[src/rtl/gpio_pkg.sv]
// gpio_pkg: shared GPIO register-port widths, request struct and arbiter state encoding
package gpio_pkg;
    localparam int unsigned NumGpioReq = 4;
    localparam int unsigned GpioRegAw = 32;
    localparam int unsigned GpioRegDw = 32;
    typedef struct packed {
        logic                 we;
        logic [GpioRegAw-1:0] addr;
        logic [GpioRegDw-1:0] wdata;
        logic                 lock;
    } gpio_reg_req_t;
    typedef enum logic {ArbUnlocked, ArbLocked} gpio_arb_state_e;
endpackage

[src/rtl/gpio_rr_arb.sv]
// gpio_rr_arb: stateless round-robin picker, first masked request at or above ptr, wrapping
module gpio_rr_arb #(
    parameter int unsigned NumReq = 4,
    localparam int unsigned IdxW = $clog2(NumReq)
) (
    input  logic [NumReq-1:0] req_i,
    input  logic [IdxW-1:0]   ptr_i,
    input  logic [NumReq-1:0] mask_i,
    output logic [NumReq-1:0] gnt_o,
    output logic [IdxW-1:0]   idx_o,
    output logic              vld_o
);
    logic [NumReq-1:0] eff;
    assign eff = req_i & mask_i;
    always_comb begin
        idx_o = '0;
        vld_o = 1'b0;
        for (int i = NumReq - 1; i >= 0; i--) begin
            if (eff[i] && i < int'(ptr_i)) begin
                idx_o = IdxW'(i);
                vld_o = 1'b1;
            end
        end
        for (int i = NumReq - 1; i >= 0; i--) begin
            if (eff[i] && i >= int'(ptr_i)) begin
                idx_o = IdxW'(i);
                vld_o = 1'b1;
            end
        end
    end
    assign gnt_o = vld_o ? (NumReq'(1) << idx_o) : '0;
endmodule

[src/rtl/gpio_reg_arbiter.sv]
// gpio_reg_arbiter: round-robin sharing of the GPIO register port with a timed bus lock
module gpio_reg_arbiter
    import gpio_pkg::*;
#(
    parameter int unsigned NumReq = NumGpioReq,
    parameter int unsigned LockTimeout = 255,
    localparam int unsigned IdxW = $clog2(NumReq)
) (
    input  logic                                clk_i,
    input  logic                                rst_ni,
    input  logic [NumReq-1:0]                   req_i,
    input  logic [NumReq-1:0]                   we_i,
    input  logic [NumReq-1:0][GpioRegAw-1:0]    addr_i,
    input  logic [NumReq-1:0][GpioRegDw-1:0]    wdata_i,
    input  logic [NumReq-1:0]                   lock_i,
    output logic [NumReq-1:0]                   gnt_o,
    output logic [NumReq-1:0]                   rvalid_o,
    output logic [GpioRegDw-1:0]                rdata_o,
    output logic                                locked_o,
    output logic [IdxW-1:0]                     lock_owner_o,
    output logic                                lock_timeout_o,
    output logic                                reg_we_o,
    output logic [GpioRegAw-1:0]                reg_addr_o,
    output logic [GpioRegDw-1:0]                reg_wdata_o,
    input  logic [GpioRegDw-1:0]                reg_rdata_i
);
    gpio_arb_state_e state_q, state_d;
    logic [IdxW-1:0] ptr_q, ptr_d, owner_q, owner_d, idx;
    logic [15:0] cnt_q, cnt_d;
    logic [NumReq-1:0] mask;
    logic run_q, vld, tmo;
    gpio_reg_req_t sel;
    function automatic logic [IdxW-1:0] wrap_inc(input logic [IdxW-1:0] v);
        return (32'(v) == NumReq - 1) ? '0 : v + 1'b1;
    endfunction
    assign mask = (state_q == ArbLocked) ? (NumReq'(1) << owner_q) : '1;
    gpio_rr_arb #(.NumReq(NumReq)) u_arb (
        .req_i  (req_i & {NumReq{run_q}}),
        .ptr_i  (ptr_q),
        .mask_i (mask),
        .gnt_o  (gnt_o),
        .idx_o  (idx),
        .vld_o  (vld)
    );
    always_comb begin
        sel = '0;
        for (int i = 0; i < NumReq; i++) begin
            if (gnt_o[i]) sel = '{we: we_i[i], addr: addr_i[i], wdata: wdata_i[i], lock: lock_i[i]};
        end
    end
    assign reg_we_o = sel.we;
    assign reg_addr_o = sel.addr;
    assign reg_wdata_o = sel.wdata;
    assign tmo = (state_q == ArbLocked) && !vld && (32'(cnt_q) + 32'd1 >= LockTimeout);
    assign lock_timeout_o = tmo;
    assign locked_o = (state_q == ArbLocked);
    assign lock_owner_o = locked_o ? owner_q : '0;
    always_comb begin
        state_d = state_q;
        owner_d = owner_q;
        ptr_d = ptr_q;
        cnt_d = cnt_q;
        if (vld) begin
            state_d = sel.lock ? ArbLocked : ArbUnlocked;
            owner_d = idx;
            ptr_d = wrap_inc(idx);
            cnt_d = '0;
        end else if (state_q == ArbLocked) begin
            state_d = tmo ? ArbUnlocked : ArbLocked;
            ptr_d = tmo ? wrap_inc(owner_q) : ptr_q;
            cnt_d = tmo ? '0 : cnt_q + 16'd1;
        end
    end
    always_ff @(posedge clk_i or negedge rst_ni) begin
        if (!rst_ni) begin
            run_q <= 1'b0;
            state_q <= ArbUnlocked;
            owner_q <= '0;
            ptr_q <= '0;
            cnt_q <= '0;
            rvalid_o <= '0;
            rdata_o <= '0;
        end else begin
            run_q <= 1'b1;
            state_q <= state_d;
            owner_q <= owner_d;
            ptr_q <= ptr_d;
            cnt_q <= cnt_d;
            rvalid_o <= gnt_o;
            rdata_o <= (vld && !sel.we) ? reg_rdata_i : '0;
        end
    end
endmodule

[config.mk]
export PLATFORM = sky130hd
export DESIGN_NAME = gpio_reg_arbiter
export DESIGN_NICKNAME = d
export VERILOG_FILES = /design/src/rtl/gpio_pkg.sv /design/src/rtl/gpio_rr_arb.sv /design/src/rtl/gpio_reg_arbiter.sv
export SDC_FILE = /design/constraint.sdc
export NUM_CORES = 1
export LEC_CHECK = 0
export CAP_MARGIN = 10
export CORE_AREA = 5 5 158 160
export CTS_CLUSTER_DIAMETER = 80
export CTS_CLUSTER_SIZE = 28
export DETAILED_ROUTE_END_ITERATION = 8
export DIE_AREA = 0 0 163 165
export PLACE_DENSITY_LB_ADDON = 0.25
export SETUP_SLACK_MARGIN = 0.4
export SLEW_MARGIN = 10
export SYNTH_ARGS = -nofsm -noshare
export SYNTH_HDL_FRONTEND = slang
export SYNTH_HIERARCHICAL = 1
export SYNTH_SLANG_ARGS = --single-unit
[constraint.sdc]
create_clock -name clk_i -period 5.79 [get_ports clk_i]
set_clock_uncertainty 0.05 [all_clocks]
set_input_delay 0.579 -clock clk_i [delete_from_list [all_inputs] [get_ports clk_i]]
set_output_delay 0.579 -clock clk_i [all_outputs]
set_load 0.03 [all_outputs]
==> metrics <==
first-pass GRT wire length=between 30,000 and 40,000 um; Final Util=between 30 and 40%; clock root buffer=clkbuf_16; PostCTS Resize Cnt=0; DR DRC count=0; area share of the largest cell type after synthesis=32.1%; CP Data Required Time=a little over 5 ns; count of different cell masters after synthesis=45; Crit Path Max Fanout=52; final hold slack=~0.36 ns; Die Span X=about 160 um; Synth Cell Area=between 0.004 and 0.005 sq mm; worst hold path class=in2async; count of final hold-check violations=0; number of synthesized flops with an enable pin=0; synth warn=6; Clock Power Share=between 10% and 20%; Clock Sinks=58; Crit Path Class=reg2out; 1st-iter DRT viols=between 300 and 400; FP Rows=56; worst skew pair latency=0.32 ns; H-tree levels=3; wirelength, routed=between 20,000 and 30,000 um; largest net degree at the start of global routing=86; CTS tree=built; initial antenna violation count=8; Final period util=82.8%; die area=around 0.027 sq mm; Num CTS Buffers=9; detailed-placement wirelength estimate=21,100 um; Avg WL per Cell=approximately 19 um; P_sw=about 1.5 mW; Mapped Avg Cell Area=a little over 7 sq um; setup bufs post-CTS=0; clock transition at the registers of the reported paths=approximately 0.060 ns; core area=between 0.02 and 0.025 sq mm; # setup viols final=0; vias in the first global route=approximately 6k; CTS Hold Bufs=0; Min Clock Period, post-route=between 4 and 5 ns; Pint=1.72 mW; Max Cap Viol=0; Synth area leaders=dfrtp_1, a22oi_1, a21oi_1; cell taking the most area after synthesis=dfrtp_1; Post-synth top flop=dfrtp_1; total power=around 3.2 mW; Peak VDD IR=between 150 and 200 uV; Filler cells=approximately 2.4k; Gate Count Post-Synth=between 600 and 700; post-synth net total=around 940; IO Count=between 400 and 500; Lkg Pwr=roughly 3.6 nW; Slew @ Worst Pin=~0.80 ns; Combinational Power Share=about two thirds; CP arrival=between 4 and 5 ns; CTS Buffer Depth=2; R2R depth=14; Sw Share=a little under half; Layout area overhead=105%; grt ovf=0; Slew HR=a little under half; Async SR Flop Fraction=100%; sequential area share after synthesis=roughly a third; CP Capture Type=output pin; Final Slew Violations=0; setup TNS=0 ns; Avg Vias per Cell=between 4 and 5; Worst Setup Start Kind=flop; Final ANT Viol Nets=0; Total GRT Usage=18.3%; GP Congestion=0.886; Flop pwr share=between 15 and 20%; count leader, synth=a21oi_1; Initial Util=between 15 and 20%; total iterations of the first detailed-routing run=5; via count=6,119; status=completed; Fmax=roughly 210 MHz; Commonest cells post-synth=a21oi_1, nor2_1, nand2_1; Die Y=165 um; register bit count reported by yosys=58; I/O Buffers=410; PwrDens=around 350 mW/mm^2; fraction of layout instances using a drive strength above 1=just over 4%; final net count=approximately 1.3k; RSZ-0062 raised after global routing=no
[area by class of cell]
| cell class | instances | area [sq um] | share of cell area, % |
|---|---|---|---|
| Multi-Input combinational cell | 511 | 2860 | 30.8 |
| Clock buffer | 10 | 229 | 2.47 |
| Inverter | 7 | 26.3 | 0.283 |
| Clock inverter | 6 | 57.6 | 0.621 |
| Antenna cell | 7 | 17.5 | 0.189 |
| Timing Repair Buffer | 423 | 4230 | 45.7 |
| Sequential cell | 58 | 1450 | 15.7 |
| Tap cell | 319 | 399 | 4.30 |
[worst paths after layout]
check / slack, ns / startpoint / end
setup / recovery: 1.0 / owner_q[0]$_DFFE_PN0P_ / reg_addr_o[21]
hold / removal: 0.36 / rst_ni / cnt_q[5]$_DFFE_PN0P_
setup reg to reg: 2.45 / owner_q[0]$_DFFE_PN0P_ / locked_o$_DFF_PN0_
hold reg to reg: 0.48 / cnt_q[15]$_DFFE_PN0P_ / cnt_q[15]$_DFFE_PN0P_
max in group asynchronous: 4.82 / rst_ni / rdata_o[15]$_DFF_PN0_
min in group clk_i: 0.48 / cnt_q[15]$_DFFE_PN0P_ / cnt_q[15]$_DFFE_PN0P_
[cell usage in the layout, fill, tap and decap left out, types with 14 or more instances in the layout]
master	netlist	final
a21oi_1	83	82
a22oi_1	68	68
and2_1	14	14
and3_1	34	34
clkdlybuf4s50_1	0	409
dfrtp_1	58	58
nand2_1	77	77
nand3_1	18	18
nor2_1	78	78
o21ai_0	73	73
[registers in the layout, summed over array words and instances, names as in the netlist]
signal	count
cnt_q	16
locked_o	1
owner_q	2
ptr_q	2
rdata_o	32
run_q	1
rvalid_o	4
[critical path, stage by stage, from the launching register on]
cell and delay (ns):
dfrtp_1 0.43, inv_1 0.10, ha_1 0.20, nand2b_1 0.22
nand2_2 0.21, a21oi_1 0.09, o32ai_1 0.42, nor2b_4 0.46
buf_12 0.29, a22oi_1 0.14, nor2_1 0.16, a21oi_1 0.05
o21ai_0 0.28, clkdlybuf4s50_1 0.75
[power by group through the flow]
stage	logic (mW)	registers (mW)	clock network (mW)
final	2.18	0.553	0.510
after global routing	2.35	0.564	0.549
after CTS	2.20	0.554	0.531
after detailed placement	2.19	0.561	0
after global placement	2.19	0.559	0
after floorplan	1.05	0.681	0
[layer usage]
| metal | vias up | GRT usage, % | share of wire [%] |
|---|---|---|---|
| met1 | 2793 | 21.1 | 38 |
| met3 | 34 | 5.42 | 7.8 |
| met5 | - | 0 | 0.027 |
| li1 | 3037 | - | - |
| met4 | 2 | 7.55 | 2.5 |
| met2 | 253 | 31.6 | 51 |
[logic make-up after synthesis]
| kind of cell | share of synthesized area, % |
|---|---|
| AND/OR/NAND/NOR | 27.2 |
| buffers and inverters | 5.78 |
| flip-flops | 32.1 |
| adder cells (fa/ha/maj) | 1.94 |
| multiplexers | 0.443 |
| XOR/XNOR | 0.775 |
| AO/OA/AOI/OAI | 31.7 |
| other | 0.0829 |
[through the flow]
stage	cells	area, sq um	setup WS (ns)
floorplan	634	4520	1.24
global placement	1318	8970	1.12
detailed placement	1318	8970	1.08
CTS	1334	9250	0.978
global route	1341	9270	0.728
finish	1341	9270	0.997
Power figures use the tool's default switching activity.
